$ cat src/rtl/optical_4x4_state_decoder.sv
// Readback decoder for the 4x4 bar/cross switch: settle, decode the state word, compare, report.
// Define OPT_DEC_STATS_EN to add saturating handshake/mismatch/error counters.
module optical_4x4_state_decoder #(
    parameter logic P_BAR           = 1'b0,
    parameter logic P_CROSS         = 1'b1,
    parameter int   P_SETTLE_CYCLES = 16
) (
    input  logic       i_clk,
    input  logic       i_rst,
    input  logic [3:0] i_switch_grant,
    input  logic       i_grant_valid,
    input  logic [7:0] i_expect_config,
    input  logic       i_expect_valid,
    output logic [7:0] o_decode_config,
    output logic       o_decode_error,
    output logic       o_match,
    output logic       o_decode_valid,
    input  logic       i_decode_ready,
    output logic       o_busy,
    output logic       o_overrun
`ifdef OPT_DEC_STATS_EN
    ,
    output logic [15:0] o_stat_decodes,
    output logic [15:0] o_stat_mismatch,
    output logic [15:0] o_stat_errors
`endif
);

    localparam logic [7:0] L_SETTLE = 8'(P_SETTLE_CYCLES);

    typedef enum logic [1:0] {IDLE, SETTLE, REPORT} state_t;

    state_t     state_q, state_d;
    logic [3:0] capture_q, capture_d;
    logic [3:0] pending_q, pending_d;
    logic       pending_full_q, pending_full_d;
    logic [7:0] count_q, count_d;
    logic [7:0] expect_q, expect_d;
    logic       expect_seen_q, expect_seen_d;
    logic [7:0] config_q, config_d;
    logic       error_q, error_d;
    logic       match_q, match_d;
    logic       overrun_q, overrun_d;

    logic [3:0] norm_w;
    logic [7:0] dec_cfg;
    logic       dec_err;
    logic       handshake;

    assign handshake = (state_q == REPORT) && i_decode_ready;

    // Normalise so that a 1 always means "cross" regardless of fabric polarity.
    always_comb begin
        norm_w  = (P_CROSS == 1'b1) ? capture_q : ~capture_q;
        dec_cfg = 8'h00;
        dec_err = 1'b0;
        case (norm_w)
            4'b0000: dec_cfg = 8'h4E;
            4'b0001: dec_cfg = 8'h4B;
            4'b0100: dec_cfg = 8'h8D;
            4'b0101: dec_cfg = 8'hC9;
            4'b0110: dec_cfg = 8'h87;
            4'b0111: dec_cfg = 8'hC6;
            4'b1000: dec_cfg = 8'h72;
            4'b1001: dec_cfg = 8'h63;
            4'b1010: dec_cfg = 8'h78;
            4'b1011: dec_cfg = 8'h6C;
            4'b1100: dec_cfg = 8'hB1;
            4'b1101: dec_cfg = 8'hE1;
            4'b1110: dec_cfg = 8'hB4;
            4'b1111: dec_cfg = 8'hE4;
            default: dec_err = 1'b1;
        endcase
    end

    always_comb begin
        state_d        = state_q;
        capture_d      = capture_q;
        pending_d      = pending_q;
        pending_full_d = pending_full_q;
        count_d        = count_q;
        expect_d       = expect_q;
        expect_seen_d  = expect_seen_q;
        config_d       = config_q;
        error_d        = error_q;
        match_d        = match_q;
        overrun_d      = overrun_q;

        if (i_expect_valid) begin
            expect_d      = i_expect_config;
            expect_seen_d = 1'b1;
        end

        case (state_q)
            IDLE: begin
                if (i_grant_valid) begin
                    capture_d = i_switch_grant;
                    count_d   = L_SETTLE;
                    state_d   = SETTLE;
                end
            end
            SETTLE: begin
                if (i_grant_valid) begin
                    capture_d = i_switch_grant;
                    count_d   = L_SETTLE;
                end else begin
                    count_d = count_q - 8'd1;
                    if (count_q == 8'd1) begin
                        config_d = dec_cfg;
                        error_d  = dec_err;
                        match_d  = !dec_err && expect_seen_q && (dec_cfg == expect_q);
                        state_d  = REPORT;
                    end
                end
            end
            REPORT: begin
                if (i_grant_valid) begin
                    if (pending_full_q)
                        overrun_d = 1'b1;
                    pending_d      = i_switch_grant;
                    pending_full_d = 1'b1;
                end
                // A grant on the handshake edge goes through the slot and straight out again.
                if (handshake) begin
                    pending_full_d = 1'b0;
                    if (i_grant_valid || pending_full_q) begin
                        capture_d = i_grant_valid ? i_switch_grant : pending_q;
                        count_d   = L_SETTLE;
                        state_d   = SETTLE;
                    end else begin
                        state_d = IDLE;
                    end
                end
            end
            default: state_d = IDLE;
        endcase
    end

    always_ff @(posedge i_clk) begin
        if (i_rst) begin
            state_q        <= IDLE;
            capture_q      <= 4'h0;
            pending_q      <= 4'h0;
            pending_full_q <= 1'b0;
            count_q        <= 8'h00;
            expect_q       <= 8'h00;
            expect_seen_q  <= 1'b0;
            config_q       <= 8'h00;
            error_q        <= 1'b0;
            match_q        <= 1'b0;
            overrun_q      <= 1'b0;
        end else begin
            state_q        <= state_d;
            capture_q      <= capture_d;
            pending_q      <= pending_d;
            pending_full_q <= pending_full_d;
            count_q        <= count_d;
            expect_q       <= expect_d;
            expect_seen_q  <= expect_seen_d;
            config_q       <= config_d;
            error_q        <= error_d;
            match_q        <= match_d;
            overrun_q      <= overrun_d;
        end
    end

    assign o_decode_config = config_q;
    assign o_decode_error  = error_q;
    assign o_match         = match_q;
    assign o_decode_valid  = (state_q == REPORT);
    assign o_busy          = (state_q != IDLE);
    assign o_overrun       = overrun_q;

`ifdef OPT_DEC_STATS_EN
    logic [15:0] stat_decodes_q, stat_decodes_d;
    logic [15:0] stat_mismatch_q, stat_mismatch_d;
    logic [15:0] stat_errors_q, stat_errors_d;

    always_comb begin
        stat_decodes_d  = stat_decodes_q;
        stat_mismatch_d = stat_mismatch_q;
        stat_errors_d   = stat_errors_q;
        if (handshake) begin
            if (stat_decodes_q != 16'hFFFF)
                stat_decodes_d = stat_decodes_q + 16'd1;
            if (!match_q && expect_seen_q && (stat_mismatch_q != 16'hFFFF))
                stat_mismatch_d = stat_mismatch_q + 16'd1;
            if (error_q && (stat_errors_q != 16'hFFFF))
                stat_errors_d = stat_errors_q + 16'd1;
        end
    end

    always_ff @(posedge i_clk) begin
        if (i_rst) begin
            stat_decodes_q  <= 16'h0000;
            stat_mismatch_q <= 16'h0000;
            stat_errors_q   <= 16'h0000;
        end else begin
            stat_decodes_q  <= stat_decodes_d;
            stat_mismatch_q <= stat_mismatch_d;
            stat_errors_q   <= stat_errors_d;
        end
    end

    assign o_stat_decodes  = stat_decodes_q;
    assign o_stat_mismatch = stat_mismatch_q;
    assign o_stat_errors   = stat_errors_q;
`endif

endmodule

$ cat config.mk
export PLATFORM = sky130hd
export DESIGN_NAME = optical_4x4_state_decoder
export DESIGN_NICKNAME = d
export VERILOG_FILES = /design/src/rtl/optical_4x4_state_decoder.sv
export SDC_FILE = /design/constraint.sdc
export NUM_CORES = 1
export LEC_CHECK = 0
export ABC_CLOCK_PERIOD_IN_PS = 4040
export CORE_ASPECT_RATIO = 0.6
export CORE_MARGIN = 4
export CORE_UTILIZATION = 35
export CTS_CLUSTER_DIAMETER = 40
export DETAILED_ROUTE_END_ITERATION = 7
export PLACE_DENSITY = 0.55
export SLEW_MARGIN = 5
export SYNTH_ARGS = -nofsm -noshare
export SYNTH_HDL_FRONTEND = slang
export SYNTH_SLANG_ARGS = --single-unit
$ cat constraint.sdc
create_clock -name i_clk -period 4.04 [get_ports i_clk]
set_clock_uncertainty 0.15 [all_clocks]
set_input_delay 0.404 -clock i_clk [delete_from_list [all_inputs] [get_ports i_clk]]
set_output_delay 0.404 -clock i_clk [all_outputs]
set_load 0.01 [all_outputs]
Word level (Yosys, flattened, before mapping) --
Cells that the tools add are included.
Operators by class: multiplexer cells 20, bitwise gates (word level) 1, eq/ne operators 23, add/subtract/negate cells 1, reduce and logical (&&, ||, !) cells 18
Operators by type and width (number):
- case mux 8 bit (14 select lines) | 1
- == test 4 bit (second input constant) | 8
- two-way mux 8 bit | 4
- case mux 8 bit (3 select lines) | 1
- == test 4 x 3 -> 1 bit (second input constant) | 4
- two-way mux 4 bit | 4
- OR reduction 14 bit | 1
- AND reduction 4 bit | 3
- == test 8 x 1 -> 1 bit (second input constant) | 1
- == test 8 bit | 1
- two-way mux 2 bit | 4
- case mux 4 bit (2 select lines) | 1
- subtractor 8 x 1 -> 8 bit (second input constant) | 1
- != test 2 x 1 -> 1 bit (second input constant) | 3
- != test 2 bit (second input constant) | 3
- case mux 2 bit (3 select lines) | 1
- AND reduction 3 bit | 2
- nonzero test 2 bit | 3
- == test 4 x 1 -> 1 bit (second input constant) | 1
- zero test 4 bit | 1
- two-way mux 1 bit | 4
- logical AND 1 bit | 3
- nonzero test 3 bit | 1
- == test 2 x 1 -> 1 bit (second input constant) | 1
- 6 further kinds | 6
Storage, ports and cells: register bits 39, word-level logic and storage cells 74

Logic depth before layout (Yosys ltp) --
Gate-level depths: netlist of run 1.
depth after elaboration 4, mapped depth 6, gate-level depth less buffers 6

Worst setup path after synthesis of run 1 --
Ideal clock, no wire load.
kind input to register, start point input port i_grant_valid, end point register match_q (netlist: o_match), setup time 0.069 ns, buffers on the path 1, path slack 2.202 ns, arrival 1.619 ns, required time 3.821 ns, stages 6, cell sequence buf_6 > nor4b_4 > nand3_1 > a311o_1 > or4_1 > o21ai_1
On the way: cells in the longest elaborated chain, start to end 2
Ends and longest elaborated chain:
- start, declared | RTL line 11 | input logic i_grant_valid,
- inverter 1 bit (no line)
- AND reduction 3 bit (no line)
- end signal, assigned | RTL line 162 | match_q <= match_d;
- end, declared | RTL line 42 | logic match_q, match_d;
No other way between the ends. A chain may end at the register's enable or synchronous reset.

Worst setup path after layout of run 1 --
start point register state_q[1], end point output port o_decode_valid
On the way: cells in the longest elaborated chain, start to end 1
Ends and longest elaborated chain:
- start, declared | RTL line 33 | state_t state_q, state_d;
- start signal, assigned | RTL line 153 | state_q <= state_d;
- == test 2 bit | RTL line 170 | assign o_decode_valid = (state_q == REPORT);
- end, declared | RTL line 17 | output logic o_decode_valid,
No other way between the ends.

==> impl_results.md, run 1 <==
- Status: finished clean
- First-pass GRT wire length: ~6.9 mm
- Die width: 102 um
- Fin. Hold Viols: 0
- Rows: 20
- #FFs+latches synth: 39
- Vias per cell: 4.88
- Pwr per Cell Area: 356 mW/mm^2
- Post-synth top flop: dfxtp_1
- Post-CTS setup buffers: 0
- Syn avg cell area: 8.43 um^2
- Filler cells: 522
- Die area: about 0.0066 mm^2
- Synth cell types: 39
- Crit path max-delay family: buffers and inverters
- Fin crit share: 0.649
- Post-synth top cells: dfxtp_1 (39), nor2_1 (35), nand2_1 (20)
- # nets final: between 200 and 300
- Slowest CP cell: clkdlybuf4s50_1
- Pre-antenna DRT Iters: 4
- Largest cells by area after synthesis: dfxtp_1 (42%), nor2_1 (7.1%), mux2i_1 (6.5%)
- Sw Pwr: 208 uW
- Core area: roughly 0.005 mm^2
- Clock latency at the later pin of the worst-skew pair: roughly 290 ps
- Critical path class: reg2out
- Leak: between 0.0008 and 0.0009 uW
- N_diodes: 0
- RSZ-0062 raised after global routing: false
- Initial antenna violation count: 0
- Grt total ovfl: 0
- EDFF count, synth: 0
- Top Ports: 30
- Area delta synth->final: 21.3%
- Slew HR: 0.533
- # clock sinks: 39
- Max stage delay on crit path: between 600 and 700 ps
- IO Port Bufs: 29
- Syn Nets: roughly 240
- Vias in the first global route: ~1,400
- Slew @ Worst Pin: ~700 ps
- Post-Syn Instances: between 200 and 250
- Clk root buf: clkbuf_8
- CTS buffer count: 5
- Crit path cell chain: nor2b_1 -> clkdlybuf4s50_1
- Total Wirelength: just under 4 mm
- Max-Cap Viols: 0
- Yosys top cell area share: 0.421
- WP buf/inv: 1
- Residual DRC: 0
- CTS H-tree depth: 2
- Cts hold-fix bufs: 0
- # resized after CTS: 0
- Die Y: ~64 um
- Crit path max fanout: 11
- CTS tree: done
- Maximum VDD drop: 173 uV
- Critical path arrival: roughly 2100 ps
- Internal power component: 593 uW
- DR WL/cell: around 13 um
- FF+latch area: ~780 um^2
- Fmax: about 380 MHz
- Sequential share of the synthesized area: 0.421
- Clk network pwr share: 0.328
- Fin Hold WS: 302 ps
- Largest net degree at the start of global routing: 20
- Hpwl dp: 2.83 mm
- Comb pwr share: 0.140
- CP Capture Type: output pin
- Largest area contributor in the netlist: dfxtp_1
- Setup violations, final: 0
- Max Root-Sink Buffers: 2
- Area of the multi-input gates: about 980 um^2
- Final min period: roughly 2600 ps
- Starting Density: 0.365
- GRT Overall Usage: 0.131
- Ys Warns: 0
- GP Congestion: about 0.74
- Setup TNS: 0 ps
- Asr flop ratio synth: 0
- Vias: between 1,000 and 1,500
- Share of cells above drive strength 1: 0.0581
- Worst hold path type: reg2reg
- Count leader, synth: dfxtp_1
- Dpl cell area: between 0.002 and 0.0025 mm^2
- Final instance area: between 0.002 and 0.0025 mm^2
- Mapped Area: approximately 0.0019 mm^2
- Net Sw Frac: 0.260
- Required time of the worst setup path: between 3000 and 4000 ps
- CP Launch Type: flop
- Iter 0 DRT Violations: 79
- Clock transition at the registers of the reported paths: approximately 70 ps
- Sequential power share: 0.532
- Final-report max-slew violation count: 0
- Antenna Nets Post-Route: 0
## final timing paths
path / cells after the start / startpoint / endpoint / slack [ps]
max: 2 / state_q[1]$_SDFFE_PP0P_ / o_decode_valid / 1420
min: 2 / o_decode_config[2]$_SDFFE_PP0P_ / o_decode_config[2]$_SDFFE_PP0P_ / 300
max reg2reg: 4 / state_q[1]$_SDFFE_PP0P_ / capture_q[2]$_SDFFE_PP0P_ / 1810
min reg2reg: 2 / o_decode_config[2]$_SDFFE_PP0P_ / o_decode_config[2]$_SDFFE_PP0P_ / 300
## cells in the final DEF, fill, tap and decap left out, types with 6 or more instances in the layout
master,count
nand3_1,8
xor2_1,9
a21oi_1,18
nor3_1,6
dfxtp_1,39
nor2_1,35
nand2_1,20
nor2b_1,7
clkbuf_8,6
clkdlybuf4s50_1,29
a211oi_1,8
mux2i_1,12
inv_1,6
## tightest hold or removal path: stages (launching register included)
cell     delay [ps]
dfxtp_1         310
nand2_1          50
a21oi_1          50
## area by class of cell
| class | instances | area share |
|---|---|---|
| Clock buffer | 6 | 0.0367 |
| Clock inverter | 1 | 0.00223 |
| Inverter | 6 | 0.0100 |
| Multi-Input combinational cell | 159 | 0.435 |
| Sequential cell | 39 | 0.347 |
| Tap cell | 66 | 0.0367 |
| Timing Repair Buffer | 30 | 0.132 |
## power groups by stage
stage	clock network (uW)	logic [uW]	registers, uW
floorplan	0	88.1	424
global placement	0	112	436
detailed placement	0	113	435
CTS	274	114	426
global route	296	129	431
finish	263	112	427
## routing by layer
layer | global-route usage | up-vias | wire [um]
li1 | - | 794 | -
met1 | 0.209 | 657 | 2190
met2 | 0.165 | 40 | 1400
met3 | 0.0403 | 8 | 275
met4 | 0.0295 | 0 | 36
met5 | 0 | - | 0
## stage by stage
stage | setup slack [ps] | util | total power [uW] | std cells
6_report | 1420 | 0.443 | 802 | 307
5_1_grt | 1270 | 0.443 | 855 | 307
4_1_cts | 1420 | 0.443 | 814 | 307
3_5_place_dp | 1450 | 0.425 | 548 | 300
3_3_place_gp | 1500 | 0.425 | 548 | 300
2_1_floorplan | 2200 | - | 512 | 220
## registers in the layout, indices dropped and copies added (netlist names), 2 cells and up
register         cells
expect_q             8
state_q              2
count_q              8
capture_q            4
pending_q            4
o_decode_config      8
## kinds of logic (layout without fill, tap and decap cells)
family / Yosys count / count (layout) / share of synthesized area
xor+xnor: 11 / 11 / 0.0520
mux: 13 / 13 / 0.0709
compound gates: 41 / 41 / 0.141
simple gates: 92 / 92 / 0.250
flops: 39 / 39 / 0.421
buf+inv: 22 / 43 / 0.0520
fa+ha+maj: 2 / 2 / 0.0135
(Power assumes the default switching activity.)
==> run 2, diff against run 1 <==
ABC_CLOCK_PERIOD_IN_PS = 2200   (was 4040)
PLACE_DENSITY = 0.57   (was 0.55)
clock period = 2.2 ns   (was 4.04 ns; I/O delays follow)
==> run 2 against run 1 <==
Effect of this change: first-iteration DRC count fell by 37%; final cell count grew 3.6%; critical path depth is 1 higher; die area stayed put; highest routed layer unchanged; global-route usage increased by 0.44 points; sequential share of layout area is 1.5 points lower; setup slack got worse by 1300 ps.
==> impl_results.md, run 2 (synthesis results as in run 1) <==
- GP Congestion: 0.825
- Maximum VDD drop: approximately 320 uV
- # resized after CTS: 0
- Worst hold path type: reg2reg
- Total Wirelength: 4.18 mm
- CTS buffer count: 5
- Share of cells above drive strength 1: 0.0992
- Residual DRC: 0
- Met1 Use GR: 0.207
- Internal power component: 1190 uW
- Grt total ovfl: 0
- IO Port Bufs: 29
- Sw Pwr: between 400 and 500 uW
- Largest net degree at the start of global routing: 33
- Slew @ Worst Pin: 566 ps
- # nets final: 270
- Max stage delay on crit path: 550 ps
- Pwr per Cell Area: 685 mW/mm^2
- Initial antenna violation count: 0
- Clock transition at the registers of the reported paths: ~80 ps
- CTS tree: done
- Top Ports: 30
- Setup TNS: 0 ps
- Setup WS post-layout: 148 ps
- Slowest CP cell: clkdlybuf4s50_1
- Hpwl dp: between 3 and 4 mm
- Vias per cell: around 4.9
- Fin crit share: 0.933
- Comb pwr share: 0.141
- Area delta synth->final: 26.7%
- Post-CTS setup buffers: 0
- GRT Overall Usage: 0.135
- CP Capture Type: output pin
- Die width: approximately 100 um
- Pre-antenna DRT Iters: 4
- Antenna Nets Post-Route: 0
- Setup violations, final: 0
- Max-Cap Viols: 0
- Critical path arrival: roughly 1700 ps
- Cts hold-fix bufs: 0
- Clk network pwr share: 0.375
- Most frequent cells in the layout: dfxtp_1 (39), nor2_1 (35), clkdlybuf4s50_1 (29), nand2_1 (20), a21oi_1 (18)
- Max Root-Sink Buffers: 2
- Grt met3 use: 0.0414
- DR WL/cell: between 10 and 15 um
- Worst slack, placed: between 60 and 70 ps
- Inst Count DP: 310
- # clock sinks: 39
- Sequential power share: 0.484
- Critical path class: reg2out
- Iter 0 DRT Violations: 50
- Rows: 20
- First-pass GRT wire length: slightly below 7 mm
- Vias in the first global route: between 1,000 and 1,500
- Die Y: about 64 um
- Crit path max fanout: 11
- Required time of the worst setup path: around 1800 ps
- GRT busiest layer: met1
- CP Launch Type: flop
- Fmax: between 400 and 500 MHz
- Final min period: around 2100 ps
- Vias: 1,565
- Fin. Hold Viols: 0
- Slew HR: 0.622
- Leak: between 0.0008 and 0.0009 uW
- Fin Hold WS: just over 300 ps
- Met2 Usage GRT: 0.177
- CTS H-tree depth: 2
- Clock latency at the later pin of the worst-skew pair: approximately 300 ps
- Final-report max-slew violation count: 0
- Net Sw Frac: 0.259
- Clk root buf: clkbuf_8
- Starting Density: 0.365
- RSZ-0062 raised after global routing: false
- Die area: 0.00656 mm^2
- Total Power: around 1600 uW
- Non-Filler Instances: approximately 320
- Crit path cell chain: nor2b_1 -> buf_4 -> clkdlybuf4s50_1
- Status: finished clean
- Most common cell after layout, fill and taps aside: dfxtp_1
- N_diodes: 0
- Core area: 0.00508 mm^2
-- run 2: changes by cell type in the layout (fill, tap and decap cells not counted) --
cell	delta
bufinv_16	+1
clkinv_4	+1
buf_4	+10
clkbuf_8	-1
-- run 2: final timing paths --
| kind | cells past startpoint | endpoint | slack (ps) | start |
|---|---|---|---|---|
| worst min register to register | 2 | o_decode_config[5]$_SDFFE_PP0P_ | 310 | o_decode_config[5]$_SDFFE_PP0P_ |
| worst max register to register | 5 | o_match$_SDFFE_PP0P_ | 260 | capture_q[1]$_SDFFE_PP0P_ |
| worst min-delay path | 2 | o_decode_config[5]$_SDFFE_PP0P_ | 310 | o_decode_config[5]$_SDFFE_PP0P_ |
| worst max-delay path | 3 | o_decode_valid | 150 | state_q[1]$_SDFFE_PP0P_ |
-- run 2: final cells by class --
type,instances,area [um^2]
well taps,66,82.6
clock inverters,3,43.8
fillers,513,2730
multi-input cells,159,977
clock buffers,5,68.8
inverters,6,22.5
repair buffers,40,373
flip-flops and latches,39,781
-- run 2: worst max-delay path: cells and delay by family (launching register included) --
family        cells  cell delay (ps)
flops             1              490
simple gates      1              170
buf+inv           2              730
-- run 2: per-stage QoR --
stage | instance area, um^2 | utilization
finish | 2350 | 0.462
global route | 2350 | 0.462
global placement | 2240 | 0.440
detailed placement | 2240 | 0.440
CTS | 2350 | 0.462
floorplan | 1850 | -
-- run 2: layer usage --
metal / wire length (um) / share of wire
met5: 0 / 0
met4: 45 / 0.011
met3: 215 / 0.051
met2: 1590 / 0.38
met1: 2330 / 0.56
-- run 2: power groups by stage --
stage                     Clock (uW)  Sequential (uW)  Combinational (uW)
after global placement             0              796                 225
after CTS                        618              779                 229
final                            603              779                 228
after floorplan                    0              778                 162
after global routing             662              785                 254
after detailed placement           0              795                 228
==> run 3, diff against run 2 <==
CAP_MARGIN = 10   (was default)
SETUP_SLACK_MARGIN = 0.05   (was default)
==> results of run 3 <==
No change in the layout: final DEF, timing and power equal those of run 2.
